[src/rtl/prog_sequencer.sv]
// prog_sequencer: runs a program-load session, streaming host words into instruction memory
// and driving the io_pads config port. Define PROG_TIMEOUT_EN to abort a stalled LOAD.
module prog_sequencer #(
    parameter int IO_PINS = 16,
    parameter int DATA_W  = 32,
    parameter int ADDR_W  = 8,
    parameter int TIMEOUT = 1024
) (
    input  logic               clk,
    input  logic               rst_hard_n,
    input  logic               req_valid,
    output logic               req_ready,
    input  logic [ADDR_W:0]    req_words,
    input  logic [IO_PINS-1:0] req_dir,
    input  logic               wr_valid,
    output logic               wr_ready,
    input  logic [DATA_W-1:0]  wr_data,
    output logic               mem_we,
    output logic [ADDR_W-1:0]  mem_addr,
    output logic [DATA_W-1:0]  mem_wdata,
    output logic               cfg_we,
    output logic               cfg_addr,
    output logic [IO_PINS-1:0] cfg_wdata,
    output logic               busy,
    output logic               done,
    output logic               err
);
    // state  | meaning
    // IDLE   | waiting for a session request
    // ENTER  | write programming flag = 1 (MCU held in reset, pins forced to inputs)
    // LOAD   | accept program words into memory
    // SETDIR | write the latched pin-direction mask
    // EXIT   | write programming flag = 0, pulse done
    // ABORT  | write programming flag = 0, pulse err (saved_dir untouched)
    typedef enum logic [2:0] {IDLE, ENTER, LOAD, SETDIR, EXIT, ABORT} state_t;

    localparam logic [ADDR_W:0] MAX_WORDS = {1'b1, {ADDR_W{1'b0}}};
    localparam logic [ADDR_W:0] ONE_W     = (ADDR_W+1)'(1);

    state_t             state, state_nxt;
    logic [ADDR_W:0]    words_q;
    logic [ADDR_W:0]    cnt_q;
    logic [IO_PINS-1:0] dir_q;
    logic               accept;
    logic               last_word;
    logic               idle_expired;

    assign accept    = (state == LOAD) && wr_valid;
    assign last_word = (cnt_q == words_q - ONE_W);

`ifdef PROG_TIMEOUT_EN
    localparam int              TO_W    = $clog2(TIMEOUT);
    localparam logic [TO_W-1:0] TO_LAST = TO_W'(TIMEOUT - 1);

    logic [TO_W-1:0] idle_q;

    // Held at zero outside LOAD, so it restarts on every LOAD entry.
    always_ff @(posedge clk or negedge rst_hard_n) begin
        if (!rst_hard_n)
            idle_q <= '0;
        else if (state != LOAD || accept)
            idle_q <= '0;
        else
            idle_q <= idle_q + TO_W'(1);
    end

    assign idle_expired = (state == LOAD) && !wr_valid && (idle_q == TO_LAST);
    assign err          = (state == ABORT);
`else
    logic unused_timeout;
    assign unused_timeout = (TIMEOUT > 0);
    assign idle_expired   = 1'b0;
    assign err            = 1'b0;
`endif

    always_ff @(posedge clk or negedge rst_hard_n) begin
        if (!rst_hard_n) begin
            state     <= IDLE;
            words_q   <= '0;
            cnt_q     <= '0;
            dir_q     <= '0;
            mem_we    <= 1'b0;
            mem_addr  <= '0;
            mem_wdata <= '0;
        end else begin
            state  <= state_nxt;
            mem_we <= accept;
            if (state == IDLE && req_valid) begin
                words_q <= (req_words > MAX_WORDS) ? MAX_WORDS : req_words;
                dir_q   <= req_dir;
                cnt_q   <= '0;
            end
            // Counter is one bit wider than mem_addr so a full 2**ADDR_W session never wraps.
            if (accept) begin
                mem_addr  <= cnt_q[ADDR_W-1:0];
                mem_wdata <= wr_data;
                cnt_q     <= cnt_q + ONE_W;
            end
        end
    end

    always_comb begin
        state_nxt = state;
        cfg_we    = 1'b0;
        cfg_addr  = 1'b0;
        cfg_wdata = '0;
        case (state)
            IDLE: begin
                if (req_valid)
                    state_nxt = ENTER;
            end
            ENTER: begin
                cfg_we    = 1'b1;
                cfg_wdata = IO_PINS'(1);
                state_nxt = (words_q == '0) ? SETDIR : LOAD;
            end
            LOAD: begin
                // A handshake wins over an expiring idle timer.
                if (accept && last_word)
                    state_nxt = SETDIR;
                else if (idle_expired)
                    state_nxt = ABORT;
            end
            SETDIR: begin
                cfg_we    = 1'b1;
                cfg_addr  = 1'b1;
                cfg_wdata = dir_q;
                state_nxt = EXIT;
            end
            EXIT, ABORT: begin
                cfg_we    = 1'b1;
                state_nxt = IDLE;
            end
            default: state_nxt = IDLE;
        endcase
    end

    assign req_ready = (state == IDLE);
    assign wr_ready  = (state == LOAD);
    assign busy      = (state != IDLE);
    assign done      = (state == EXIT);

endmodule

[config.mk]
export PLATFORM = sky130hd
export DESIGN_NAME = prog_sequencer
export DESIGN_NICKNAME = d
export VERILOG_FILES = /design/src/rtl/prog_sequencer.sv
export SDC_FILE = /design/constraint.sdc
export NUM_CORES = 1
export LEC_CHECK = 0
export CORE_MARGIN = 2
export CORE_UTILIZATION = 39
export CTS_BUF_LIST = sky130_fd_sc_hd__clkbuf_8
export DETAILED_ROUTE_END_ITERATION = 10
export PLACE_DENSITY = 0.71
export SKIP_LAST_GASP = 1
export SYNTH_ARGS = -nofsm -noshare
export SYNTH_HDL_FRONTEND = slang
export SYNTH_SLANG_ARGS = --single-unit
[constraint.sdc]
create_clock -name clk -period 3.1 [get_ports clk]
set_input_delay 0.31 -clock clk [delete_from_list [all_inputs] [get_ports clk]]
set_output_delay 0.31 -clock clk [all_outputs]
set_load 0.01 [all_outputs]
==> results of run 1 <==
==> worst max-delay path: cells and delay by family, from the launching register on <==
family	cells	cell delay [ps]
simple gates	2	680
flops	1	550
buf+inv	1	530
==> area by class of cell <==
class | instances | area [µm²] | area share
Multi-Input combinational cell | 260 | 1430 | 0.285
Clock buffer | 11 | 151 | 0.0302
Clock inverter | 4 | 71.3 | 0.0142
Timing Repair Buffer | 126 | 1250 | 0.250
Inverter | 4 | 15.0 | 0.00300
Tap cell | 108 | 135 | 0.0270
Sequential cell | 78 | 1950 | 0.390
==> Yosys cell counts (2+ instances only) <==
cell type	n
nand4_1	3
nand3_1	3
inv_1	4
o21ai_0	16
nand2b_1	9
and3_1	3
xnor2_1	8
nor3_1	2
mux2_2	17
nor2_1	9
ha_1	2
mux2i_1	3
nand3b_1	3
and3b_1	2
a21oi_1	4
buf_2	8
nand2_1	139
clkbuf_1	8
xor2_1	3
and2_1	15
dfrtp_1	78
nor3b_1	3
==> registers in the layout, indices dropped and copies added, names as in the netlist <==
| register | count |
|---|---|
| mem_wdata | 32 |
| dir_q | 16 |
| cnt_q | 9 |
| words_q | 9 |
| mem_addr | 8 |
| state | 3 |
| mem_we | 1 |
==> worst min-delay path by stage <==
stage	end	cells past startpoint	start
after CTS	state[2]$_DFFE_PN0P_	1	rst_hard_n
after floorplan	cnt_q[0]$_DFFE_PN0P_	0	rst_hard_n
after detailed placement	mem_wdata[10]$_DFFE_PN0P_	2	mem_wdata[10]$_DFFE_PN0P_
after global placement	mem_wdata[8]$_DFFE_PN0P_	2	mem_wdata[8]$_DFFE_PN0P_
after global routing	state[2]$_DFFE_PN0P_	1	rst_hard_n
final	state[2]$_DFFE_PN0P_	1	rst_hard_n
==> placed cells by master, fill, tap and decap left out, drive strengths merged, types with 2 or more instances in the layout <==
master	netlist	layout
clkbuf	8	11
mux2	17	17
a21oi	4	4
buf	9	4
a311oi	2	2
and3	3	3
nand2b	9	9
nor3b	4	4
clkdlybuf4s50	0	122
nor2	9	9
dfrtp	78	78
bufinv	0	2
xnor2	8	8
xor2	3	3
nand3b	3	3
o21ai	16	16
nand4	3	3
nand2	139	139
inv	4	5
mux2i	3	3
ha	2	2
and2	15	15
and3b	2	2
nand3	3	3
nor3	3	3
==> per-layer routing <==
layer  routed length, µm  part of all wire
met1                3660              0.46
met2                3690              0.46
met3                 542             0.068
met4                  50            0.0063
met5                   0                 0
==> kinds of logic (layout without fill, tap and decap cells) <==
kind of cell    count (synthesis)  count (layout)  synth area share
buf+inv                        21             145            0.0267
flops                          78              78             0.562
simple gates                  197             197             0.259
xor+xnor                       11              11            0.0277
other cells                     1               1           0.00108
mux                            20              20            0.0638
compound gates                 29              29            0.0526
fa+ha+maj                       2               2           0.00720
==> power breakdown <==
group | leakage (µW) | switching [µW] | internal, µW
registers | 0.000992 | 299 | 1420
clock network | 0.000113 | 348 | 491
logic | 0.00121 | 875 | 1060
total | 0.00231 | 1520 | 2970
==> per-stage QoR <==
stage	utilization	hold WS, ps	worst slack (ps)	cells
3_5_place_dp	0.551	461	1010	576
2_1_floorplan	-	14.4	1330	359
4_1_cts	0.577	170	672	591
5_1_grt	0.577	177	525	591
6_report	0.577	118	689	591
3_3_place_gp	0.551	457	1050	576
==> impl_metrics.json, run 1 <==
{
  "clk_pin_slew_worst_paths_ps": 80,
  "ant_nets": 0,
  "wl_mm": 7.94,
  "drt-vias-per-instance": 4.78,
  "synth.area.top_cells": "dfrtp_1 (56%), nand2_1 (15%), mux2_2 (5.5%), and2_1 (2.7%), o21ai_0 (2.3%)",
  "min_period_over_period": 0.778,
  "clock_latency_ps": 330,
  "place_area_mm2": 0.00478,
  "irDropWorstVdd_mv": 0.379,
  "critPathArrivalTime_ps": 2100,
  "numCtsBuffers": 9,
  "met3_usage": 0.0551,
  "ys_ff_latch": 78,
  "worstPathRequired_ps": 2790,
  "cp_slowest_cell": "dfrtp_1",
  "postCtsHoldBufs": 0,
  "p_leak_uw": 0.00231,
  "rr_endpoint": "cnt_q[2]$_DFFE_PN0P_",
  "drtIter0Drc": 128,
  "vias": 2824,
  "dr.pass1.iters": 4,
  "crit_fanout": 16,
  "syn_avg_cell_area_um2": 9.68,
  "drive_gt1_frac": 0.0849,
  "synth_edf_count": 0,
  "syn_nets": 422,
  "rsz0062_at_grt": "no",
  "slew_headroom": 0.340,
  "end_kind": "primary output",
  "grt_pass1_vias": 2841,
  "grt_busiest_layer": "met2",
  "critical_path.cell_chain": "and3b_1 > and2_1 > clkdlybuf4s50_1",
  "reg2reg_from": "state[1]$_DFFE_PN0P_",
  "outcome": "complete, no violations",
  "cts_resized": 0,
  "initial_core_util": 0.400,
  "antenna_cells": 0,
  "cts_tree": "yes",
  "drc": 0,
  "synth_warnings": 0,
  "cp-start-kind": "flip-flop",
  "overflow": 0,
  "area_delta_synth_final_pct": 44.1,
  "tightest_slew_ps": 990,
  "netlist_area_mm2": 0.00347,
  "holdCritPathClass": "input port to async pin",
  "clockBufferDepth": 2,
  "fill_cells": 765,
  "grt_use_total": 0.171,
  "async_flop_share": 1.00,
  "final_area_mm2": 0.00500,
  "ys.flop_type": "dfrtp_1",
  "layout_min_cycle_time_ps": 2410,
  "gr-usage-met1": 0.231,
  "antenna_found_initial": 0,
  "grt_pass1_wl_mm": 13.6,
  "startpoint": "state[1]$_DFFE_PN0P_",
  "synth_cells": 359,
  "worstSetupPathType": "flip-flop to primary output",
  "maxSlewViolCount": 0,
  "core_mm2": 0.00868,
  "power_density_mw_per_mm2": 898,
  "ys_types": 39,
  "die_area_mm2": 0.00968,
  "cts_max_level": 3,
  "post_cts_buffers": 0,
  "hold_viol": 0,
  "die_w_um": 98.4,
  "skew_ps": 12.1,
  "total_power_uw": 4490,
  "fin_tns_setup_ps": 0,
  "drv_cap": 0,
  "synth_largest_area_cell": "dfrtp_1",
  "grt_max_degree": 79,
  "wl_per_cell_um": 13.4,
  "reg2reg_slack_ps": 990,
  "grt_util_met2": 0.266,
  "endpoint": "cfg_wdata[6]",
  "place_congestion": 0.752,
  "reg2reg_depth": 6,
  "nets": 542,
  "io_buffer_count": 123,
  "row_count": 34,
  "setup_viol": 0,
  "dp_hpwl_mm": 5.50,
  "yosys.area.top_type_share": 0.562,
  "max_stage_delay_ps": 550,
  "io_pins": 125,
  "ys_seq_area_frac": 0.562,
  "clockRootBuffer": "clkbuf_8",
  "fp.dieH_um": 98.4,
  "cts.sinks": 78,
  "max_freq_mhz": 415
}
Note: power is estimated with default switching activity, not from simulation.
==> run 2: changes to the inputs <==
- clock period: 3.1 -> 2.55 ns (I/O delays scaled with it)
==> impl_metrics.json, run 2 (synthesized netlist as in run 1, its figures left out) <==
{
  "nets": 544,
  "io_pins": 125,
  "dp_hpwl_mm": 5.65,
  "drtIter0Drc": 116,
  "slew_headroom": 0.348,
  "crit_fanout": 16,
  "rr_endpoint": "state[0]$_DFFE_PN0P_",
  "fin_tns_setup_ps": 0,
  "skew_ps": 13.3,
  "placed_cells": 578,
  "setup_viol": 0,
  "power_density_mw_per_mm2": 1110,
  "overflow": 0,
  "antenna_cells": 0,
  "post_cts_buffers": 0,
  "p_clk_frac": 0.197,
  "cts_tree": "yes",
  "grt_util_met2": 0.256,
  "cp-start-kind": "flip-flop",
  "wl_mm": 8.00,
  "largest_reg_flops": 32,
  "maxSlewViolCount": 0,
  "critical_path.cell_chain": "and3b_1 > and2_1 > clkdlybuf4s50_1",
  "numCtsBuffers": 9,
  "reg2reg_depth": 7,
  "rsz0062_at_grt": "no",
  "hold_viol": 0,
  "max_freq_mhz": 420,
  "cts_resized": 0,
  "clockRootBuffer": "clkbuf_8",
  "ant_nets": 0,
  "wl_per_cell_um": 13.5,
  "p_sw_uw": 1880,
  "core_mm2": 0.00868,
  "final_cell_mix": "nand2_1 (139), clkdlybuf4s50_1 (122), dfrtp_1 (78)",
  "grt_max_degree": 79,
  "initial_core_util": 0.400,
  "max_stage_delay_ps": 550,
  "reg_top3": "mem_wdata x32, dir_q x16",
  "final_area_mm2": 0.00503,
  "grt_pass1_vias": 2736,
  "place_congestion": 0.798,
  "min_period_over_period": 0.934,
  "postCtsHoldBufs": 0,
  "gr-usage-met1": 0.239,
  "clockBufferDepth": 2,
  "place_area_mm2": 0.00480,
  "clock_latency_ps": 350,
  "drive_gt1_frac": 0.0887,
  "reg2reg_from": "words_q[0]$_DFFE_PN0P_",
  "combPwrFrac": 0.427,
  "tightest_slew_ps": 979,
  "layout_min_cycle_time_ps": 2380,
  "fin_cells": 593,
  "die_w_um": 98.4,
  "antenna_found_initial": 0,
  "area_delta_synth_final_pct": 44.9,
  "worstPathRequired_ps": 2300,
  "worstSetupPathType": "flip-flop to primary output",
  "die_area_mm2": 0.00968,
  "row_count": 34,
  "drt-vias-per-instance": 4.76,
  "critPathArrivalTime_ps": 2130,
  "io_buffer_count": 123,
  "cp_slowest_cell": "dfrtp_1",
  "holdCritPathClass": "input port to async pin",
  "outcome": "complete, no violations",
  "cell_internal_pwr_uw": 3690,
  "fp.dieH_um": 98.4,
  "drc": 0,
  "final_common_cell": "nand2_1",
  "vias": 2822,
  "p_leak_uw": 0.00233,
  "regMostFlops": "mem_wdata",
  "grt_busiest_layer": "met2",
  "drv_cap": 0,
  "clk_pin_slew_worst_paths_ps": 80,
  "end_kind": "primary output",
  "grt_pass1_wl_mm": 13.4,
  "irDropWorstVdd_mv": 0.460,
  "dr.pass1.iters": 4,
  "swShare": 0.337,
  "reg2reg_slack_ps": 570,
  "grt_use_total": 0.173,
  "cts.sinks": 78,
  "met3_usage": 0.0637,
  "seqPwrFrac": 0.376,
  "cts_max_level": 3,
  "timing.hold.ws_ps": 52.5
}
run 2: power groups by stage:
stage / logic, µW / registers [µW] / clock network [µW]
after detailed placement: 2410 / 2110 / 0
after global routing: 2640 / 2170 / 1200
after CTS: 2420 / 2100 / 1130
after floorplan: 1260 / 2130 / 0
after global placement: 2350 / 2090 / 0
final: 2380 / 2100 / 1100
run 2: how the worst max path moves through the flow:
stage	slack [ps]	cells past startpoint	from	endpoint
5_1_grt	8	3	state[0]$_DFFE_PN0P_	cfg_wdata[9]
4_1_cts	130	3	state[0]$_DFFE_PN0P_	cfg_wdata[1]
3_3_place_gp	630	3	state[0]$_DFFE_PN0P_	cfg_wdata[1]
6_report	170	3	state[0]$_DFFE_PN0P_	cfg_wdata[3]
2_1_floorplan	780	7	words_q[0]$_DFFE_PN0P_	state[0]$_DFFE_PN0P_
3_5_place_dp	520	3	state[0]$_DFFE_PN0P_	cfg_wdata[1]
run 2: per-stage QoR:
| step | setup slack, ps | power [µW] | util |
|---|---|---|---|
| floorplan | 782 | 3390 | - |
| global placement | 634 | 4450 | 0.553 |
| detailed placement | 524 | 4530 | 0.553 |
| CTS | 126 | 5650 | 0.580 |
| global route | 7.63 | 6010 | 0.580 |
| finish | 169 | 5570 | 0.580 |
run 2: cell type report:
class                      count  area [µm²]
fill                         771        3640
inverter                       4        15.0
tap                          108         135
clock buffer                  10         138
multi-input combinational    260        1430
clock inverter                 5        98.8
timing repair buffer         128        1270
sequential                    78        1950
run 2: metal layers:
layer  share of wire  vias up
met5               0        -
met3           0.083        8
met2            0.45      101
met1            0.45     1315
met4           0.014        0
li1                -     1398
run 2: worst max-delay path, delay by kind of cell (launching register included):
| family | cells | cell delay (ps) |
|---|---|---|
| flip-flops | 1 | 550 |
| AND/OR/NAND/NOR | 2 | 690 |
| buffers and inverters | 1 | 530 |
==> run 3: changes to the inputs <==
- SKIP_CTS_REPAIR_TIMING: not set -> 1
==> results of run 3 <==
The final DEF is identical to that of run 2; final timing and power are the same.
